--- src/rtl/countdown_timer_pkg.sv ---
// Shared types and helpers for the countdown timer: state encoding, tick sizing,
// and preset wrap arithmetic.
package countdown_timer_pkg;

  localparam int unsigned DEFAULT_CLK_FREQ = 50_000_000;

  typedef enum logic [1:0] {
    ST_IDLE  = 2'd0,
    ST_RUN   = 2'd1,
    ST_PAUSE = 2'd2,
    ST_DONE  = 2'd3
  } state_t;

  function automatic int unsigned tick_cycles(input int unsigned clk_freq);
    return clk_freq / 10;
  endfunction

  function automatic int unsigned cnt_width(input int unsigned n);
    return (n > 1) ? $clog2(n) : 1;
  endfunction

  // Preset step with wrap; 8-bit sum so preset+10 cannot overflow before the modulo.
  function automatic logic [6:0] preset_add(input logic [6:0] preset,
                                            input logic [7:0] inc,
                                            input logic [7:0] modulus);
    logic [7:0] sum;
    sum = (8'(preset) + inc) % modulus;
    return sum[6:0];
  endfunction

endpackage

--- src/rtl/countdown_timer_tick_gen.sv ---
// Decisecond prescaler: counts while enabled, holds otherwise, clears on demand.
module countdown_timer_tick_gen
  import countdown_timer_pkg::*;
#(
  parameter int unsigned TICK_CYCLES = 10
) (
  input  logic clk,
  input  logic rst,
  input  logic enable,
  input  logic clear,
  output logic tick
);

  localparam int unsigned PRE_W = cnt_width(TICK_CYCLES);
  localparam logic [PRE_W-1:0] PRE_LAST = PRE_W'(TICK_CYCLES - 1);

  logic [PRE_W-1:0] r_pre;

  always_ff @(posedge clk) begin
    if (rst || clear) begin
      r_pre <= '0;
    end else if (enable) begin
      r_pre <= (r_pre == PRE_LAST) ? '0 : r_pre + PRE_W'(1);
    end
  end

  assign tick = enable && (r_pre == PRE_LAST);

endmodule

--- src/rtl/countdown_timer.sv ---
// Countdown timer: preset entry, run/pause decisecond countdown to 0.0, and a
// timed alarm that auto-returns to IDLE.
module countdown_timer
  import countdown_timer_pkg::*;
#(
  parameter int unsigned CLK_FREQ   = DEFAULT_CLK_FREQ,
  parameter int unsigned MAX_SEC    = 99,
  parameter int unsigned ALARM_DSEC = 30
) (
  input  logic       clk,
  input  logic       rst,
  input  logic       add1_pulse,
  input  logic       add10_pulse,
  input  logic       start_stop_pulse,
  input  logic       clear_pulse,
  output logic [6:0] sec,
  output logic [3:0] dsec,
  output logic       running,
  output logic       alarm
);

  localparam int unsigned TICK_CYC = tick_cycles(CLK_FREQ);
  localparam int unsigned ACNT_W   = cnt_width(ALARM_DSEC + 1);
  localparam logic [7:0]  PRESET_MOD = 8'(MAX_SEC + 1);
  localparam logic [ACNT_W-1:0] ALARM_LAST = ACNT_W'(ALARM_DSEC - 1);

  state_t            r_state, w_state_nxt;
  logic [6:0]        r_preset, w_preset_nxt;
  logic [6:0]        r_cnt_sec, w_cnt_sec_nxt;
  logic [3:0]        r_cnt_dsec, w_cnt_dsec_nxt;
  logic [ACNT_W-1:0] r_alarm_cnt, w_alarm_cnt_nxt;
  logic [6:0]        r_sec, w_sec_nxt;
  logic [3:0]        r_dsec, w_dsec_nxt;
  logic              r_running, r_alarm;
  logic              w_tick_en, w_tick_clr, w_tick, w_any_pulse;

  assign w_any_pulse = add1_pulse | add10_pulse | start_stop_pulse | clear_pulse;

  countdown_timer_tick_gen #(
    .TICK_CYCLES(TICK_CYC)
  ) u_tick_gen (
    .clk    (clk),
    .rst    (rst),
    .enable (w_tick_en),
    .clear  (w_tick_clr),
    .tick   (w_tick)
  );

  always_ff @(posedge clk) begin
    if (rst) begin
      r_state     <= ST_IDLE;
      r_preset    <= '0;
      r_cnt_sec   <= '0;
      r_cnt_dsec  <= '0;
      r_alarm_cnt <= '0;
      r_sec       <= '0;
      r_dsec      <= '0;
      r_running   <= 1'b0;
      r_alarm     <= 1'b0;
    end else begin
      r_state     <= w_state_nxt;
      r_preset    <= w_preset_nxt;
      r_cnt_sec   <= w_cnt_sec_nxt;
      r_cnt_dsec  <= w_cnt_dsec_nxt;
      r_alarm_cnt <= w_alarm_cnt_nxt;
      r_sec       <= w_sec_nxt;
      r_dsec      <= w_dsec_nxt;
      r_running   <= (w_state_nxt == ST_RUN);
      r_alarm     <= (w_state_nxt == ST_DONE);
    end
  end

  // Next state, counters and display; priority clear > start_stop > add10 > add1.
  always_comb begin
    w_state_nxt     = r_state;
    w_preset_nxt    = r_preset;
    w_cnt_sec_nxt   = r_cnt_sec;
    w_cnt_dsec_nxt  = r_cnt_dsec;
    w_alarm_cnt_nxt = r_alarm_cnt;
    w_tick_en       = 1'b0;
    w_tick_clr      = 1'b0;
    w_sec_nxt       = '0;
    w_dsec_nxt      = '0;

    case (r_state)
      ST_IDLE: begin
        if (clear_pulse) begin
          w_preset_nxt = '0;
        end else if (start_stop_pulse) begin
          if (r_preset != 7'd0) begin
            w_state_nxt    = ST_RUN;
            w_cnt_sec_nxt  = r_preset;
            w_cnt_dsec_nxt = 4'd0;
            w_tick_clr     = 1'b1;
          end
        end else if (add10_pulse) begin
          w_preset_nxt = preset_add(r_preset, 8'd10, PRESET_MOD);
        end else if (add1_pulse) begin
          w_preset_nxt = preset_add(r_preset, 8'd1, PRESET_MOD);
        end
      end

      ST_RUN: begin
        if (clear_pulse) begin
          w_state_nxt = ST_IDLE;
        end else if (start_stop_pulse) begin
          w_state_nxt = ST_PAUSE;
        end else begin
          w_tick_en = 1'b1;
          if (w_tick) begin
            if (r_cnt_dsec != 4'd0) begin
              w_cnt_dsec_nxt = r_cnt_dsec - 4'd1;
            end else begin
              w_cnt_sec_nxt  = r_cnt_sec - 7'd1;
              w_cnt_dsec_nxt = 4'd9;
            end
            if (r_cnt_sec == 7'd0 && r_cnt_dsec == 4'd1) begin
              w_state_nxt     = ST_DONE;
              w_alarm_cnt_nxt = '0;
            end
          end
        end
      end

      ST_PAUSE: begin
        if (clear_pulse) begin
          w_state_nxt = ST_IDLE;
        end else if (start_stop_pulse) begin
          w_state_nxt = ST_RUN;
        end
      end

      ST_DONE: begin
        w_tick_en = 1'b1;
        if (w_any_pulse) begin
          w_state_nxt = ST_IDLE;
        end else if (w_tick) begin
          if (r_alarm_cnt == ALARM_LAST) begin
            w_state_nxt = ST_IDLE;
          end else begin
            w_alarm_cnt_nxt = r_alarm_cnt + ACNT_W'(1);
          end
        end
      end

      default: w_state_nxt = ST_IDLE;
    endcase

    case (w_state_nxt)
      ST_IDLE: begin
        w_sec_nxt  = w_preset_nxt;
        w_dsec_nxt = 4'd0;
      end
      ST_RUN, ST_PAUSE: begin
        w_sec_nxt  = w_cnt_sec_nxt;
        w_dsec_nxt = w_cnt_dsec_nxt;
      end
      default: begin
        w_sec_nxt  = '0;
        w_dsec_nxt = '0;
      end
    endcase
  end

  assign sec     = r_sec;
  assign dsec    = r_dsec;
  assign running = r_running;
  assign alarm   = r_alarm;

endmodule
--- config.mk ---
export PLATFORM = sky130hd
export DESIGN_NAME = countdown_timer
export DESIGN_NICKNAME = d
export VERILOG_FILES = /design/src/rtl/countdown_timer_pkg.sv /design/src/rtl/countdown_timer_tick_gen.sv /design/src/rtl/countdown_timer.sv
export SDC_FILE = /design/constraint.sdc
export NUM_CORES = 1
export LEC_CHECK = 0
export BUFFER_PORTS_ARGS = -buffer_cell sky130_fd_sc_hd__buf_2
export CORE_MARGIN = 10
export CORE_UTILIZATION = 62
export DETAILED_ROUTE_END_ITERATION = 8
export HOLD_SLACK_MARGIN = 0.1
export PLACE_DENSITY_LB_ADDON = 0.25
export SYNTH_ARGS = -nofsm -noshare
export SYNTH_HDL_FRONTEND = slang
export SYNTH_SLANG_ARGS = --single-unit
--- constraint.sdc ---
create_clock -name clk -period 4.81 [get_ports clk]
set_clock_uncertainty 0.2 [all_clocks]
set_input_delay 0.481 -clock clk [delete_from_list [all_inputs] [get_ports clk]]
set_output_delay 0.481 -clock clk [all_outputs]
set_load 0.01 [all_outputs]
Word-level counts from Yosys, hierarchy flattened --
Index checks and enable logic that the tools add are counted.
Word-level totals: register bits 61, output and inout port bits 13, input port bits 6
Operators by class: add/sub/neg operators 6, eq/ne operators 16, muxes and demuxes 51, bitwise operators 4, divide/modulo/power cells 2, reduce and logical (&&, ||, !) cells 12
Operator list (number):
- two-way mux 7 bit | 12
- two-way mux 5 bit | 7
- two-way mux 4 bit | 7
- one-hot mux 7 bit (2 select lines) | 2
- two-way mux 2 bit | 12
- adder 23 x 1 -> 23 bit (second input constant) | 1
- equality test 23 bit (second input constant) | 1
- two-way mux 23 bit | 1
- remainder unit 8 x 7 -> 8 bit (second input constant) | 2
- inequality test 2 bit (second input constant) | 5
- one-hot mux 5 bit (2 select lines) | 1
- adder 7 x 1 -> 8 bit (second input constant) | 1
- adder 7 x 4 -> 8 bit (second input constant) | 1
- equality test 2 bit (second input constant) | 4
- one-hot mux 2 bit (4 select lines) | 1
- one-hot mux 4 bit (2 select lines) | 1
- AND reduction 8 bit | 1
- logical NOT 7 bit | 1
- nonzero test 7 bit | 1
- subtractor 7 x 1 -> 7 bit (second input constant) | 1
- two-way mux 1 bit | 6
- adder 5 x 1 -> 5 bit (second input constant) | 1
- equality test 5 bit (second input constant) | 1
- equality test 2 x 1 -> 1 bit (second input constant) | 2
- other kinds (12) | 18

Logic depth before layout (Yosys ltp) --
Gate-level depths: netlist of run 1.
depth after elaboration 12, mapped depth 14

Hierarchy --
From an unflattened synthesis of run 1, not the netlist that was laid out.
Second synthesis, totals: cell total of the unflattened synthesis 508, area total of the unflattened synthesis 4053.9 um^2
By module, submodules not included:
- countdown_timer | instances 1, sequential area each 760.7 um^2, cells each 376, area an instance 2920.3 um^2
- countdown_timer_tick_gen | instances 1, sequential area each 460.4 um^2, cells each 132, area an instance 1133.6 um^2

Least setup slack after synthesis of run 1 --
No wires, ideal clock.
kind register to register, from reg u_tick_gen.r_pre[10], to reg r_sec[5] (netlist: sec[5]), path slack 1.492 ns, buffers on the path 0, setup time 0.079 ns, cell stages (with the launch flop) 13, arrival 3.039 ns, cell sequence dfxtp_1 > or4b_1 > or4_4 > nor3_1 > inv_1 > o2111ai_1 > o21a_1 > inv_1 > ha_1 > nor2_1 > nand2_1 > a211o_1 > o211ai_1
On the way: word-level cells in the longest chain between the ends 9, elaborated cells on any way between the ends 17
Ends and longest elaborated chain:
- from (decl) | line countdown_timer_tick_gen.sv:17 | logic [PRE_W-1:0] r_pre;
- from (signal assigned) | line countdown_timer_tick_gen.sv:23 | r_pre <= (r_pre == PRE_LAST) ? '0 : r_pre + PRE_W'(1);
- equality test 23 bit (*) | line countdown_timer_tick_gen.sv:27 | assign tick = enable && (r_pre == PRE_LAST);
- logical AND 1 bit (*) | line countdown_timer_tick_gen.sv:27
- two-way mux 2 bit | line countdown_timer.sv:110 | if (w_tick) begin
- two-way mux 2 bit | line countdown_timer.sv:106 | end else if (start_stop_pulse) begin
- two-way mux 2 bit | line countdown_timer.sv:104 | if (clear_pulse) begin
- one-hot mux 2 bit (4 select lines) (*) | line countdown_timer.sv:85 | case (r_state)
- via w_state_nxt[0] | line countdown_timer.sv:27 | state_t r_state, w_state_nxt;
- equality test 2 x 1 -> 1 bit / equality test 2 bit (equally long branches) | line countdown_timer.sv:149 | case (w_state_nxt)
- OR reduction 2 bit | line countdown_timer.sv:149
- one-hot mux 7 bit (2 select lines) (*) | line countdown_timer.sv:149
- to (signal assigned) | line countdown_timer.sv:66 | r_sec <= w_sec_nxt;
- to (decl) | line countdown_timer.sv:32 | logic [6:0] r_sec, w_sec_nxt;
The timed path passes the listed nets; every way through them passes the cells marked *. A chain may end at the register's enable or synchronous reset.

Worst setup path in the final report of run 1 --
Same ends and word-level chain as after synthesis.

==> flow_metrics.env, run 1 <==
export IMPL_cellLeakagePower_nw=1.565
export IMPL_grt_max_degree=29
export IMPL_gr_usage_all_layers_pct=18.88
export IMPL_crit_fanout=5
export IMPL_worstMarginPinSlew_ps=994.2
export IMPL_ir_drop_mv=0.2230
export IMPL_portBuffers=18
export IMPL_synthesis_area_per_instance_um2=7.725
export IMPL_clk_latency_ps=330
export IMPL_power_density_nw_per_um2=255.1
export IMPL_cts_tree="yes"
export IMPL_rsz0062_at_grt="no"
export IMPL_postCtsSetupBuffers=0
export IMPL_final_cells=575
export IMPL_ant_nets=0
export IMPL_ys_top_cells_by_area="dfxtp_1 32%, nor2_1 6.7%, ha_1 5.3%"
export IMPL_cts_hold_buffers=0
export IMPL_utilization_pct=68.15
export IMPL_firstDrtPassIters=8
export IMPL_wl_per_cell_um=16.33
export IMPL_tns_ps=0
export IMPL_drt_iter0_markers=314
export IMPL_maxCapViolCount=0
export IMPL_synth_nets=515
export IMPL_core_um2=5956
export IMPL_multiInputGateArea_um2=2384
export IMPL_regArea_um2=1221
export IMPL_gp_congestion=0.9339
export IMPL_start_kind="register"
export IMPL_netlist_instances=493
export IMPL_rows=28
export IMPL_netlist_area_leader_share_pct=32.06
export IMPL_syn_to_final_growth_pct=6.570
export IMPL_max_freq_ghz=0.2640
export IMPL_seqPwrFrac_pct=50.9
export IMPL_fin_area_um2=4059
export IMPL_dieArea_um2=9678
export IMPL_drive_above_1_share_pct=10.20
export IMPL_period_needed_ps=3788
export IMPL_crit_path_end_kind="register"
export IMPL_relSlewSlack_pct=33.58
export IMPL_status="finished clean"
export IMPL_antenna_cells=0
export IMPL_clkTransAtPathRegs_ps=70
export IMPL_cts_resized=0
export IMPL_clockPowerShare_pct=38.1
export IMPL_clkSinkCount=61
export IMPL_synth_top_cell_by_area="dfxtp_1"
export IMPL_dpl_cell_area_um2=3894
export IMPL_slew_violations=0
export IMPL_setup_viol=0
export IMPL_overflow=0
export IMPL_critPathKind="register to register"
export IMPL_hold_path_class="register to register"
export IMPL_p_sw_mw=0.2732
export IMPL_grt_antenna_before_repair=0
export IMPL_arrival_ps=3840
export IMPL_synth_distinct_cells=71
export IMPL_initial_utilization_pct=63.95
export IMPL_required_ps=4860
export IMPL_io_pins=19
export IMPL_postSynth_asyncResetShare_pct=0
export IMPL_cts_made_buffers=9
export IMPL_clock_root_buffer="clkbuf_8"
export IMPL_synth_edff_count=0
export IMPL_grt_pass1_vias=3400
export IMPL_post_route_period_util_pct=78.76
export IMPL_routed_via_density=6.268
export IMPL_synthFlopType="dfxtp_1"
export IMPL_nNetsFinal=519
export IMPL_intPower_mw=0.7622
export IMPL_switching_share_pct=26.38
export IMPL_postRouteWirelength_um=9389
export IMPL_place_inst=561
export IMPL_drc=0
export IMPL_seq_area_frac_synth_pct=32.06
export IMPL_combPwrFrac_pct=11.1
export IMPL_hold_violations=0
export IMPL_ys_warnings_count=0
export IMPL_dp_hpwl_um=6800
export IMPL_synth_seq_cells=61
export IMPL_die_y_um=98.38
export IMPL_synthesis_area_um2=3809
export IMPL_die_w_um=98.38
export IMPL_clk_path_buf_depth=2
export IMPL_synth_most_common_cell="nor2_1"
export IMPL_synth_top_cells_by_count="68 x nor2_1, 61 x dfxtp_1, 35 x nand2_1"
export IMPL_h_tree_depth=3
export IMPL_power_mw=1.035
export IMPL_vias=3604
export IMPL_grt_pass1_wl_um=15890
export IMPL_fillCellCount=544
==> metal layers <==
metal / vias to the layer above / GRT usage (%) / wire length (um)
met2: 126 / 30.36 / 4464
met4: 0 / 7.938 / 194
li1: 1773 / - / -
met3: 24 / 4.792 / 532
met5: - / 0 / 0
met1: 1681 / 23.33 / 4198
==> area by class of cell <==
cell class	count	area share, %
Timing Repair Buffer	20	2.589
Clock inverter	2	0.2466
Inverter	24	2.219
Tap cell	75	2.312
Clock buffer	12	3.822
Multi-Input combinational cell	381	58.72
Sequential cell	61	30.09
==> power groups by stage <==
stage                     clock (mW)  sequential (mW)  combinational, mW
after detailed placement           0            0.537              0.112
after floorplan                    0            0.532             0.0881
after global routing           0.415            0.527              0.127
after CTS                      0.396            0.526              0.113
after global placement             0            0.537              0.110
final                          0.394            0.527              0.115
==> sequential cells by signal, summed over array words and instances (netlist names) <==
register	count
r_cnt_sec	7
r_preset	7
r_alarm_cnt	5
alarm	1
running	1
dsec	4
r_state	2
r_cnt_dsec	4
sec	7
u_tick_gen.r_pre	23
==> critical path, cell delays in order (launching register included) <==
cell       delay, ps
dfxtp_1          330
or4b_1           520
or4_4            580
nor3_1           340
inv_1            140
o2111ai_1        260
o21a_1           220
inv_1            100
ha_1             250
nor2_1           250
nand2_1          180
a211o_1          260
o211ai_1          90
==> per-stage QoR <==
stage	hold slack (ps)	setup slack [ps]
2_1_floorplan	253.7	1492
3_3_place_gp	264.3	1305
3_5_place_dp	275.4	1093
4_1_cts	284.6	1057
5_1_grt	313.9	807.2
6_report	283.0	1022
==> cell usage in the layout, fill, tap and decap left out, drive strengths merged, types with 10 or more instances in the layout <==
cell type  netlist  routed
a21oi           32      32
a31oi           10      10
buf              5      20
clkbuf          22      12
dfxtp           61      61
ha              16      16
inv             24      24
nand2           36      36
nand3           23      23
nand4           10      10
nor2            68      68
nor3            19      19
o21ai           16      16
xnor2           10      10
xor2            17      17
==> cells by family (layout without fill, tap and decap cells) <==
kind of cell	count (synthesis)	count (layout)	share of synthesized area (%)
AND/OR/NAND/NOR	211	211	27.96
buffers and inverters	51	58	5.355
flip-flops	61	61	32.06
multiplexers	3	3	0.8213
adder cells (fa/ha/maj)	16	16	5.256
XOR/XNOR	27	27	6.209
AO/OA/AOI/OAI	124	124	22.34
==> worst paths after layout <==
check | start | endpoint | slack (ps) | cells after the start
max | u_tick_gen.r_pre[10]$_SDFFE_PP0P_ | sec[5]$_SDFF_PP0_ | 1020 | 12
min | u_tick_gen.r_pre[1]$_SDFFE_PP0P_ | u_tick_gen.r_pre[1]$_SDFFE_PP0P_ | 280 | 2
max reg2reg | u_tick_gen.r_pre[10]$_SDFFE_PP0P_ | sec[5]$_SDFF_PP0_ | 1020 | 12
min reg2reg | u_tick_gen.r_pre[1]$_SDFFE_PP0P_ | u_tick_gen.r_pre[1]$_SDFFE_PP0P_ | 280 | 2
Note: power is estimated with default switching activity, not from simulation.
==> inputs of run 2 (changes only) <==
clock period = 4 ns   (was 4.81 ns; I/O delays follow)
==> run 2 against run 1 <==
Effect of this change:
- core utilization grew 0.63 points
- sequential share of layout area shrank 0.28 points
- wire length grew 3.7%
- die area is the same
- power grew 21%
- sequential power grew 20%
- setup slack lost 660 ps
- cell area grew 0.92%
- via count grew 1.6%
- critical endpoint unchanged
==> flow_metrics.env, run 2 (synthesized netlist as in run 1, its figures left out) <==
export IMPL_status="finished clean"
export IMPL_cts_resized=0
export IMPL_ir_drop_mv=0.3333
export IMPL_hold_path_class="register to register"
export IMPL_hp_start="u_tick_gen.r_pre[1]$_SDFFE_PP0P_"
export IMPL_power_density_nw_per_um2=305.2
export IMPL_clock_root_buffer="clkbuf_8"
export IMPL_cts_made_buffers=9
export IMPL_clk_latency_ps=350
export IMPL_final_cell_mix="68 x nor2_1, 61 x dfxtp_1, 35 x nand2_1, 31 x a21oi_1, 24 x inv_1"
export IMPL_dp_hpwl_um=7167
export IMPL_multiInputGateArea_um2=2384
export IMPL_power_mw=1.250
export IMPL_grt_pass1_vias=3439
export IMPL_place_inst=566
export IMPL_portBuffers=18
export IMPL_rsz0062_at_grt="no"
export IMPL_nNetsFinal=524
export IMPL_period_needed_ps=3642
export IMPL_grt_pass1_wl_um=16420
export IMPL_holdPathStages=2
export IMPL_antenna_cells=0
export IMPL_final_cells=580
export IMPL_io_pins=19
export IMPL_rows=28
export IMPL_gr_usage_all_layers_pct=20.08
export IMPL_cellLeakagePower_nw=1.591
export IMPL_worstMarginPinSlew_ps=846.3
export IMPL_h_tree_depth=3
export IMPL_critPathKind="register to register"
export IMPL_grt_antenna_before_repair=0
export IMPL_drive_above_1_share_pct=11.09
export IMPL_fillCellCount=500
export IMPL_firstDrtPassIters=4
export IMPL_syn_to_final_growth_pct=7.556
export IMPL_largest_reg_flops=23
export IMPL_cts_hold_buffers=0
export IMPL_clkSinkCount=61
export IMPL_top_register="u_tick_gen.r_pre"
export IMPL_maxCapViolCount=0
export IMPL_layout_commonest_cell="nor2_1"
export IMPL_postCtsSetupBuffers=0
export IMPL_arrival_ps=3710
export IMPL_crit_path_end_kind="register"
export IMPL_gp_congestion=0.9651
export IMPL_tns_ps=0
export IMPL_post_route_period_util_pct=91.05
export IMPL_hold_violations=0
export IMPL_core_um2=5956
export IMPL_postRouteWirelength_um=9738
export IMPL_worstReg2RegStart="u_tick_gen.r_pre[10]$_SDFFE_PP0P_"
export IMPL_clk_path_buf_depth=2
export IMPL_min_to="u_tick_gen.r_pre[1]$_SDFFE_PP0P_"
export IMPL_initial_utilization_pct=63.95
export IMPL_relSlewSlack_pct=43.46
export IMPL_clkTransAtPathRegs_ps=60
export IMPL_wl_per_cell_um=16.79
export IMPL_drt_iter0_markers=346
export IMPL_required_ps=4070
export IMPL_vias=3662
export IMPL_regArea_um2=1221
export IMPL_rrSetupSlack_ps=360
export IMPL_slew_violations=0
export IMPL_r2r_cells=12
export IMPL_routed_via_density=6.314
export IMPL_r2r_end="sec[5]$_SDFF_PP0_"
export IMPL_crit_fanout=5
export IMPL_dieArea_um2=9678
export IMPL_start_kind="register"
export IMPL_ant_nets=0
export IMPL_overflow=0
export IMPL_grt_max_degree=29
export IMPL_setup_viol=0
export IMPL_die_y_um=98.38
export IMPL_die_w_um=98.38
export IMPL_max_freq_ghz=0.2746
export IMPL_cts_tree="yes"
export IMPL_drc=0
## run 2: critical path, cell delays in order, from the launching register on
cell       delay [ps]
dfxtp_1           330
or4b_1            520
or4_4             570
nor3_1            300
inv_1             130
o2111ai_1         230
o21a_1            210
inv_1              90
ha_1              240
nor2_1            250
nand2_1           160
a211o_1           250
o211ai_1           80
## run 2: layout make-up
cell class              count  area share [%]
multi-input cells         381           58.19
flip-flops and latches     61           29.81
clock buffers              12           3.787
repair buffers             25           3.482
well taps                  75           2.291
inverters                  24           2.199
clock inverters             2          0.2443
## run 2: metal layers
layer	up-vias	wire length, um	global-route usage, %	share of wire (%)
met5	-	0	0	0
met4	0	262	9.261	2.7
met3	22	571	4.792	5.9
met2	145	4678	32.43	48
met1	1711	4226	24.56	43
li1	1784	-	-	-
## run 2: report_power, final
part / internal [mW] / total, mW / switching (mW) / leakage [nW]
clock network: 0.249 / 0.471 / 0.222 / 0.0881
registers: 0.618 / 0.632 / 0.0134 / 0.493
logic: 0.0535 / 0.147 / 0.0938 / 1.01
## run 2: how the worst max path moves through the flow
stage | slack [ps] | cells past startpoint | from | to
after global routing | 100 | 12 | u_tick_gen.r_pre[10]$_SDFFE_PP0P_ | sec[5]$_SDFF_PP0_
after detailed placement | 370 | 12 | u_tick_gen.r_pre[10]$_SDFFE_PP0P_ | sec[5]$_SDFF_PP0_
after global placement | 500 | 12 | u_tick_gen.r_pre[10]$_SDFFE_PP0P_ | sec[5]$_SDFF_PP0_
after CTS | 350 | 12 | u_tick_gen.r_pre[10]$_SDFFE_PP0P_ | sec[5]$_SDFF_PP0_
after floorplan | 680 | 12 | u_tick_gen.r_pre[10]$_SDFFE_PP0P_ | sec[5]$_SDFF_PP0_
final | 360 | 12 | u_tick_gen.r_pre[10]$_SDFFE_PP0P_ | sec[5]$_SDFF_PP0_
## run 2: per-stage QoR
stage          area [um2]  hold slack [ps]  utilization, %  setup slack (ps)
6_report             4096            294.9           68.78             357.8
3_3_place_gp         3931            263.3           66.01             498.0
4_1_cts              4096            296.9           68.78             353.2
3_5_place_dp         3931            287.8           66.01             370.3
2_1_floorplan        3809            253.7               -             681.6
5_1_grt              4096            300.7           68.78             99.32
